<file path="src/rtl/alu_ctrl_pkg.sv">
// Shared types and constants for the ALU issue controller and its clock-gate
// enable register.
package alu_ctrl_pkg;

   typedef enum logic [1:0] {
      IDLE = 2'd0,
      WAKE = 2'd1,
      EXEC = 2'd2,
      HOLD = 2'd3
   } state_e;

   localparam logic UNIT_AU  = 1'b1;
   localparam logic UNIT_LU  = 1'b0;
   localparam int   REQ_OP_W = 4;

   // Sub-op field sits in the low bits of the request opcode
   localparam int   SUBOP_W   = 3;
   localparam int   SUBOP_LSB = 0;

endpackage

</file>
<file path="src/rtl/alu_gate_en_reg.sv">
// Falling-edge register pair that presents enable and unit select to the
// AND-style clock gate, so both settle during the low phase of clk.
module alu_gate_en_reg (
   input  logic clk_i,
   input  logic rst_ni,
   input  logic en_d_i,
   input  logic opc_d_i,
   output logic en_o,
   output logic opc_o
);

   always_ff @(negedge clk_i or negedge rst_ni) begin
      if (!rst_ni) begin
         en_o  <= 1'b0;
         opc_o <= 1'b0;
      end else begin
         en_o  <= en_d_i;
         opc_o <= opc_d_i;
      end
   end

endmodule

</file>
<file path="src/rtl/alu_issue_ctrl.sv">
// Issue controller for the 64-bit ALU: captures requests, sequences fixed
// per-unit latencies and drives glitch-free enable/unit select to the clock gate.
module alu_issue_ctrl
   import alu_ctrl_pkg::*;
#(
   parameter int DATA_W   = 64,
   parameter int OP_W     = REQ_OP_W,
   parameter int AU_LAT   = 3,
   parameter int LU_LAT   = 1,
   parameter int HOLD_CYC = 2
) (
   input  logic               clk,
   input  logic               rst_n,
   input  logic               req_valid,
   output logic               req_ready,
   input  logic [OP_W-1:0]    req_op,
   input  logic [DATA_W-1:0]  req_a,
   input  logic [DATA_W-1:0]  req_b,
   output logic               enable,
   output logic               opcode,
   output logic [SUBOP_W-1:0] op_q,
   output logic [DATA_W-1:0]  opa_q,
   output logic [DATA_W-1:0]  opb_q,
   output logic               done,
   output logic               busy,
   output state_e             dbg_state_o
);

   localparam int MAX_CNT = (AU_LAT > LU_LAT) ?
                            ((AU_LAT > HOLD_CYC) ? AU_LAT : HOLD_CYC) :
                            ((LU_LAT > HOLD_CYC) ? LU_LAT : HOLD_CYC);
   localparam int CNT_W   = (MAX_CNT < 2) ? 1 : $clog2(MAX_CNT);

   state_e                state_q, state_d;
   logic [CNT_W-1:0]      cnt_q, cnt_d;
   logic                  unit_q, unit_d;
   logic [SUBOP_W-1:0]    op_d;
   logic [DATA_W-1:0]     opa_d, opb_d;
   logic                  accept;
   logic                  req_unit;
   logic                  en_nxt;

   function automatic logic [CNT_W-1:0] lat_m1(input logic unit);
      return (unit == UNIT_AU) ? CNT_W'(AU_LAT - 1) : CNT_W'(LU_LAT - 1);
   endfunction

   // Handshake: a request transfers on a rising edge where req_valid and
   // req_ready are both high; an unaccepted requester keeps op and operands stable.
   assign req_ready   = (state_q == IDLE) || (state_q == HOLD);
   assign busy        = (state_q == WAKE) || (state_q == EXEC);
   assign done        = (state_q == EXEC) && (cnt_q == '0);
   assign accept      = req_valid && req_ready;
   assign req_unit    = req_op[OP_W-1];
   assign dbg_state_o = state_q;

   always_comb begin
      state_d = state_q;
      cnt_d   = cnt_q;
      unit_d  = unit_q;
      op_d    = op_q;
      opa_d   = opa_q;
      opb_d   = opb_q;
      case (state_q)
         IDLE: if (accept) state_d = WAKE;
         WAKE: begin
            state_d = EXEC;
            cnt_d   = lat_m1(unit_q);
         end
         EXEC: begin
            if (cnt_q == '0) begin
               if (HOLD_CYC == 0) begin
                  state_d = IDLE;
               end else begin
                  state_d = HOLD;
                  cnt_d   = CNT_W'(HOLD_CYC - 1);
               end
            end else begin
               cnt_d = cnt_q - 1'b1;
            end
         end
         HOLD: begin
            // A same-unit op skips WAKE because the gated clock is still running
            if (accept) begin
               if (req_unit == unit_q) begin
                  state_d = EXEC;
                  cnt_d   = lat_m1(req_unit);
               end else begin
                  state_d = WAKE;
               end
            end else if (cnt_q == '0) begin
               state_d = IDLE;
            end else begin
               cnt_d = cnt_q - 1'b1;
            end
         end
         default: state_d = IDLE;
      endcase
      if (accept) begin
         unit_d = req_unit;
         op_d   = req_op[SUBOP_LSB +: SUBOP_W];
         opa_d  = req_a;
         opb_d  = req_b;
      end
   end

   always_ff @(posedge clk or negedge rst_n) begin
      if (!rst_n) begin
         state_q <= IDLE;
         cnt_q   <= '0;
         unit_q  <= UNIT_LU;
         op_q    <= '0;
         opa_q   <= '0;
         opb_q   <= '0;
      end else begin
         state_q <= state_d;
         cnt_q   <= cnt_d;
         unit_q  <= unit_d;
         op_q    <= op_d;
         opa_q   <= opa_d;
         opb_q   <= opb_d;
      end
   end

   // Both gate inputs are decoded from posedge flops only, then retimed to the falling edge
   assign en_nxt = (state_q != IDLE);

   alu_gate_en_reg u_gate_en (
      .clk_i   (clk),
      .rst_ni  (rst_n),
      .en_d_i  (en_nxt),
      .opc_d_i (unit_q),
      .en_o    (enable),
      .opc_o   (opcode)
   );

endmodule

</file>
<file path="config.mk">
export PLATFORM = sky130hd
export DESIGN_NAME = alu_issue_ctrl
export DESIGN_NICKNAME = d
export VERILOG_FILES = /design/src/rtl/alu_ctrl_pkg.sv /design/src/rtl/alu_gate_en_reg.sv /design/src/rtl/alu_issue_ctrl.sv
export SDC_FILE = /design/constraint.sdc
export NUM_CORES = 1
export LEC_CHECK = 0
export ABC_AREA = 1
export BUFFER_PORTS_ARGS = -buffer_cell sky130_fd_sc_hd__buf_2
export CAP_MARGIN = 20
export CORE_MARGIN = 5
export CORE_UTILIZATION = 35
export CTS_CLUSTER_SIZE = 24
export DETAILED_ROUTE_END_ITERATION = 8
export GPL_TIMING_DRIVEN = 0
export PLACE_DENSITY = 0.73
export SLEW_MARGIN = 20
export SYNTH_ARGS = -nofsm -noshare
export SYNTH_HDL_FRONTEND = slang
export SYNTH_SLANG_ARGS = --single-unit
export TNS_END_PERCENT = 10
</file>
<file path="constraint.sdc">
create_clock -name clk -period 2.23 [get_ports clk]
set_input_delay 0.223 -clock clk [delete_from_list [all_inputs] [get_ports clk]]
set_output_delay 0.223 -clock clk [all_outputs]
set_load 0.005 [all_outputs]
</file>
==> results.sh <==
export IMPL_status="finished, final reports clean"
export IMPL_routed_via_density=4.39
export IMPL_slew_headroom=0.662
export IMPL_die_x_um=135
export IMPL_start_util=0.357
export IMPL_ff2ff_setup_slack_ps=130
export IMPL_wl_per_cell_um=13.8
export IMPL_p_int_mw=7.76
export IMPL_drtIter0Drc=200
export IMPL_finClkSkew_ps=21.4
export IMPL_synthToLayoutAreaGrowth_pct=57.0
export IMPL_grt_setup_unrepaired="true"
export IMPL_path_cells="buf_2"
export IMPL_muxShareOfSynthArea=0
export IMPL_irDropWorstVdd_uv=695
export IMPL_swShare=0.371
export IMPL_routed_wl_um=17000
export IMPL_seqPwrFrac=0.356
export IMPL_maxCapViolCount=0
export IMPL_hold_viol=0
export IMPL_place_ws_ps=158
export IMPL_cts_path_max_buffers=2
export IMPL_yosysWarningCount=0
export IMPL_antenna_found_initial=0
export IMPL_routabilityCongestion=0.775
export IMPL_power_density_nw_per_um2=1440
export IMPL_synth_xor_area_share=0
export IMPL_finalPower_mw=12.3
export IMPL_setup_viol=0
export IMPL_synth_top_family_by_area="simple AND/OR/NAND/NOR gates"
export IMPL_cp_data_arrival_time_ps=2000
export IMPL_worstReg2RegStart="dbg_state_o[0]$_DFFE_PN0P_"
export IMPL_synthesis_area_um2=5450
export IMPL_hold_path_class="in2reg"
export IMPL_r2r_cells=3
export IMPL_synth_nets=774
export IMPL_placed_area_um2=7110
export IMPL_synth_distinct_cells=17
export IMPL_hpwl_um=11700
export IMPL_r2r_end="u_gate_en.en_o$_DFF_NN0_"
export IMPL_die_area_um2=18200
export IMPL_p_leak_nw=4.99
export IMPL_drive_above_1_share=0.323
export IMPL_synth_compound_area_frac=0.00551
export IMPL_path_clk_slew_ps=60
export IMPL_numClockSinks=138
export IMPL_fillCellCount=1317
export IMPL_crit_cells=1
export IMPL_globalRouteOverflowTotal=0
export IMPL_htreeDepth=4
export IMPL_cts_root_buffer="clkbuf_16"
export IMPL_track_usage=0.185
export IMPL_ant_nets=0
export IMPL_grt_max_degree=76
export IMPL_first_pass_iters=4
export IMPL_vias=5385
export IMPL_design_area_um2=8560
export IMPL_end_kind="output port"
export IMPL_syn_avg_cell_area_um2=8.63
export IMPL_yosysSeqAreaShare=0.633
export IMPL_critPathMaxFanout=1
export IMPL_io_buffer_count=272
export IMPL_whs_ps=12.9
export IMPL_rows=45
export IMPL_switchingPower_mw=4.57
export IMPL_crit_path_start="u_gate_en.opc_o$_DFF_NN0_"
export IMPL_worstSetupPathType="reg2out"
export IMPL_start_kind="flip-flop"
export IMPL_ctsResizeCount=0
export IMPL_worstPathRequired_ps=2010
export IMPL_synthAdderAreaFrac=0.0161
export IMPL_layout_nets=1148
export IMPL_coreArea_um2=15300
export IMPL_fin_tns_setup_ps=0
export IMPL_crit_buf_inv=1
export IMPL_crit_path_end="opcode"
export IMPL_synth_seq_cells=138
export IMPL_max_stage_delay_ps=380
export IMPL_die_y_um=135
export IMPL_postSynthCellCount=632
export IMPL_diodes=0
export IMPL_drc=0
export IMPL_ioPinCount=273
export IMPL_clock_latency_ps=420
export IMPL_cts_buffers=17
export IMPL_report_final_slew_viol_count=0
export IMPL_worst_slew_pin_slew_ps=507
export IMPL_synth_simple_area_share=0.303
export IMPL_grt_pass1_wl_um=26600
export IMPL_setup_ws_ps=11.9
export IMPL_cp_top_family="flip-flops"
export IMPL_grt_pass1_vias=5466
export IMPL_clkPwrFrac=0.241
export IMPL_comb_power_share=0.403
export IMPL_cts_tree="built"
export IMPL_crit_slowest_cell="dfrtn_1"
## per-layer routing
layer | track usage | part of all wire
met5 | 0 | 0
met4 | 0.0696 | 0.024
met3 | 0.0618 | 0.076
met2 | 0.314 | 0.48
met1 | 0.219 | 0.42
## cell families after synthesis
family | count (synthesis)
AO/OA/AOI/OAI | 6
adder cells (fa/ha/maj) | 7
buffers and inverters | 46
flip-flops | 138
AND/OR/NAND/NOR | 435
## cell type report
class | instances | area (µm²) | area share
buffer | 28 | 160 | 0.0187
clock buffer | 19 | 453 | 0.0529
clock inverter | 11 | 170 | 0.0199
inverter | 18 | 67.6 | 0.00789
multi-input combinational | 448 | 1770 | 0.207
sequential | 138 | 3450 | 0.404
tap | 211 | 264 | 0.0308
timing repair buffer | 355 | 2220 | 0.259
## flip-flops by register name, summed over array words and instances, names as in the netlist
| name | count |
|---|---|
| op_q | 3 |
| u_gate_en.opc_o | 1 |
| dbg_state_o | 2 |
| opb_q | 64 |
| cnt_q | 2 |
| opa_q | 64 |
| unit_q | 1 |
| u_gate_en.en_o | 1 |
## cell usage after synthesis
library cell,count,area [µm²]
nand2_1,422,1580
dfrtp_1,136,3400
inv_1,17,63.8
buf_2,11,55.1
buf_4,11,82.6
ha_1,7,87.6
nand3_1,6,30.0
buf_1,4,15.0
nor2_1,4,15.0
o21ai_0,4,20.0
a21oi_1,2,10.0
clkbuf_1,2,7.51
dfrtn_1,2,50.1
and2_1,1,6.26
inv_2,1,3.75
nand2_2,1,6.26
nor2_4,1,11.3
## layout by cell type (no fill, tap or decap), types with 2 or more instances in the layout
cell type        n
dlygate4sd3_1   82
nor2_1           4
clkinv_4         3
nand2_1        422
clkbuf_16       17
dfrtn_1          2
buf_4           11
ha_1             7
clkbuf_8         2
clkinv_2         3
dfrtp_1        136
buf_2          282
clkbuf_1         2
a21oi_1          2
buf_1            4
nand3_1          6
bufinv_16        4
inv_1           17
o21ai_0          4
## worst min-delay path by stage
stage                         start                    end  slack [ps]  depth (start not counted)
after floorplan               rst_n   cnt_q[0]$_DFFE_PN0P_         -70                          0
after global placement     req_b[5]   opb_q[5]$_DFFE_PN0P_         420                          3
after detailed placement      rst_n  opa_q[39]$_DFFE_PN0P_         190                          1
after CTS                 req_b[55]  opb_q[55]$_DFFE_PN0P_         0.2                          3
after global routing      req_a[14]  opa_q[14]$_DFFE_PN0P_           4                          3
final                     req_a[59]  opa_q[59]$_DFFE_PN0P_          10                          3
## timing repair
item / in CTS / in global routing
hold endpoints to repair: 141 / 1
setup buffers: 0 / 0
hold buffers: 81 / 1
endpoints found under the setup margin: 1 / 1
## power by group through the flow
stage / clock [mW] / combinational, mW / sequential, mW
3_5_place_dp: 0 / 4.92 / 4.38
5_1_grt: 3.14 / 5.67 / 4.53
2_1_floorplan: 0 / 2.51 / 4.51
4_1_cts: 3.04 / 5.03 / 4.38
6_report: 2.97 / 4.97 / 4.39
3_3_place_gp: 0 / 4.79 / 4.37
## through the flow
step	std cells	utilization
6_report	1228	0.561
5_1_grt	1228	0.561
4_1_cts	1227	0.560
3_5_place_dp	1116	0.466
3_3_place_gp	1115	0.464
2_1_floorplan	632	-
Note: power is estimated with default switching activity, not from simulation.
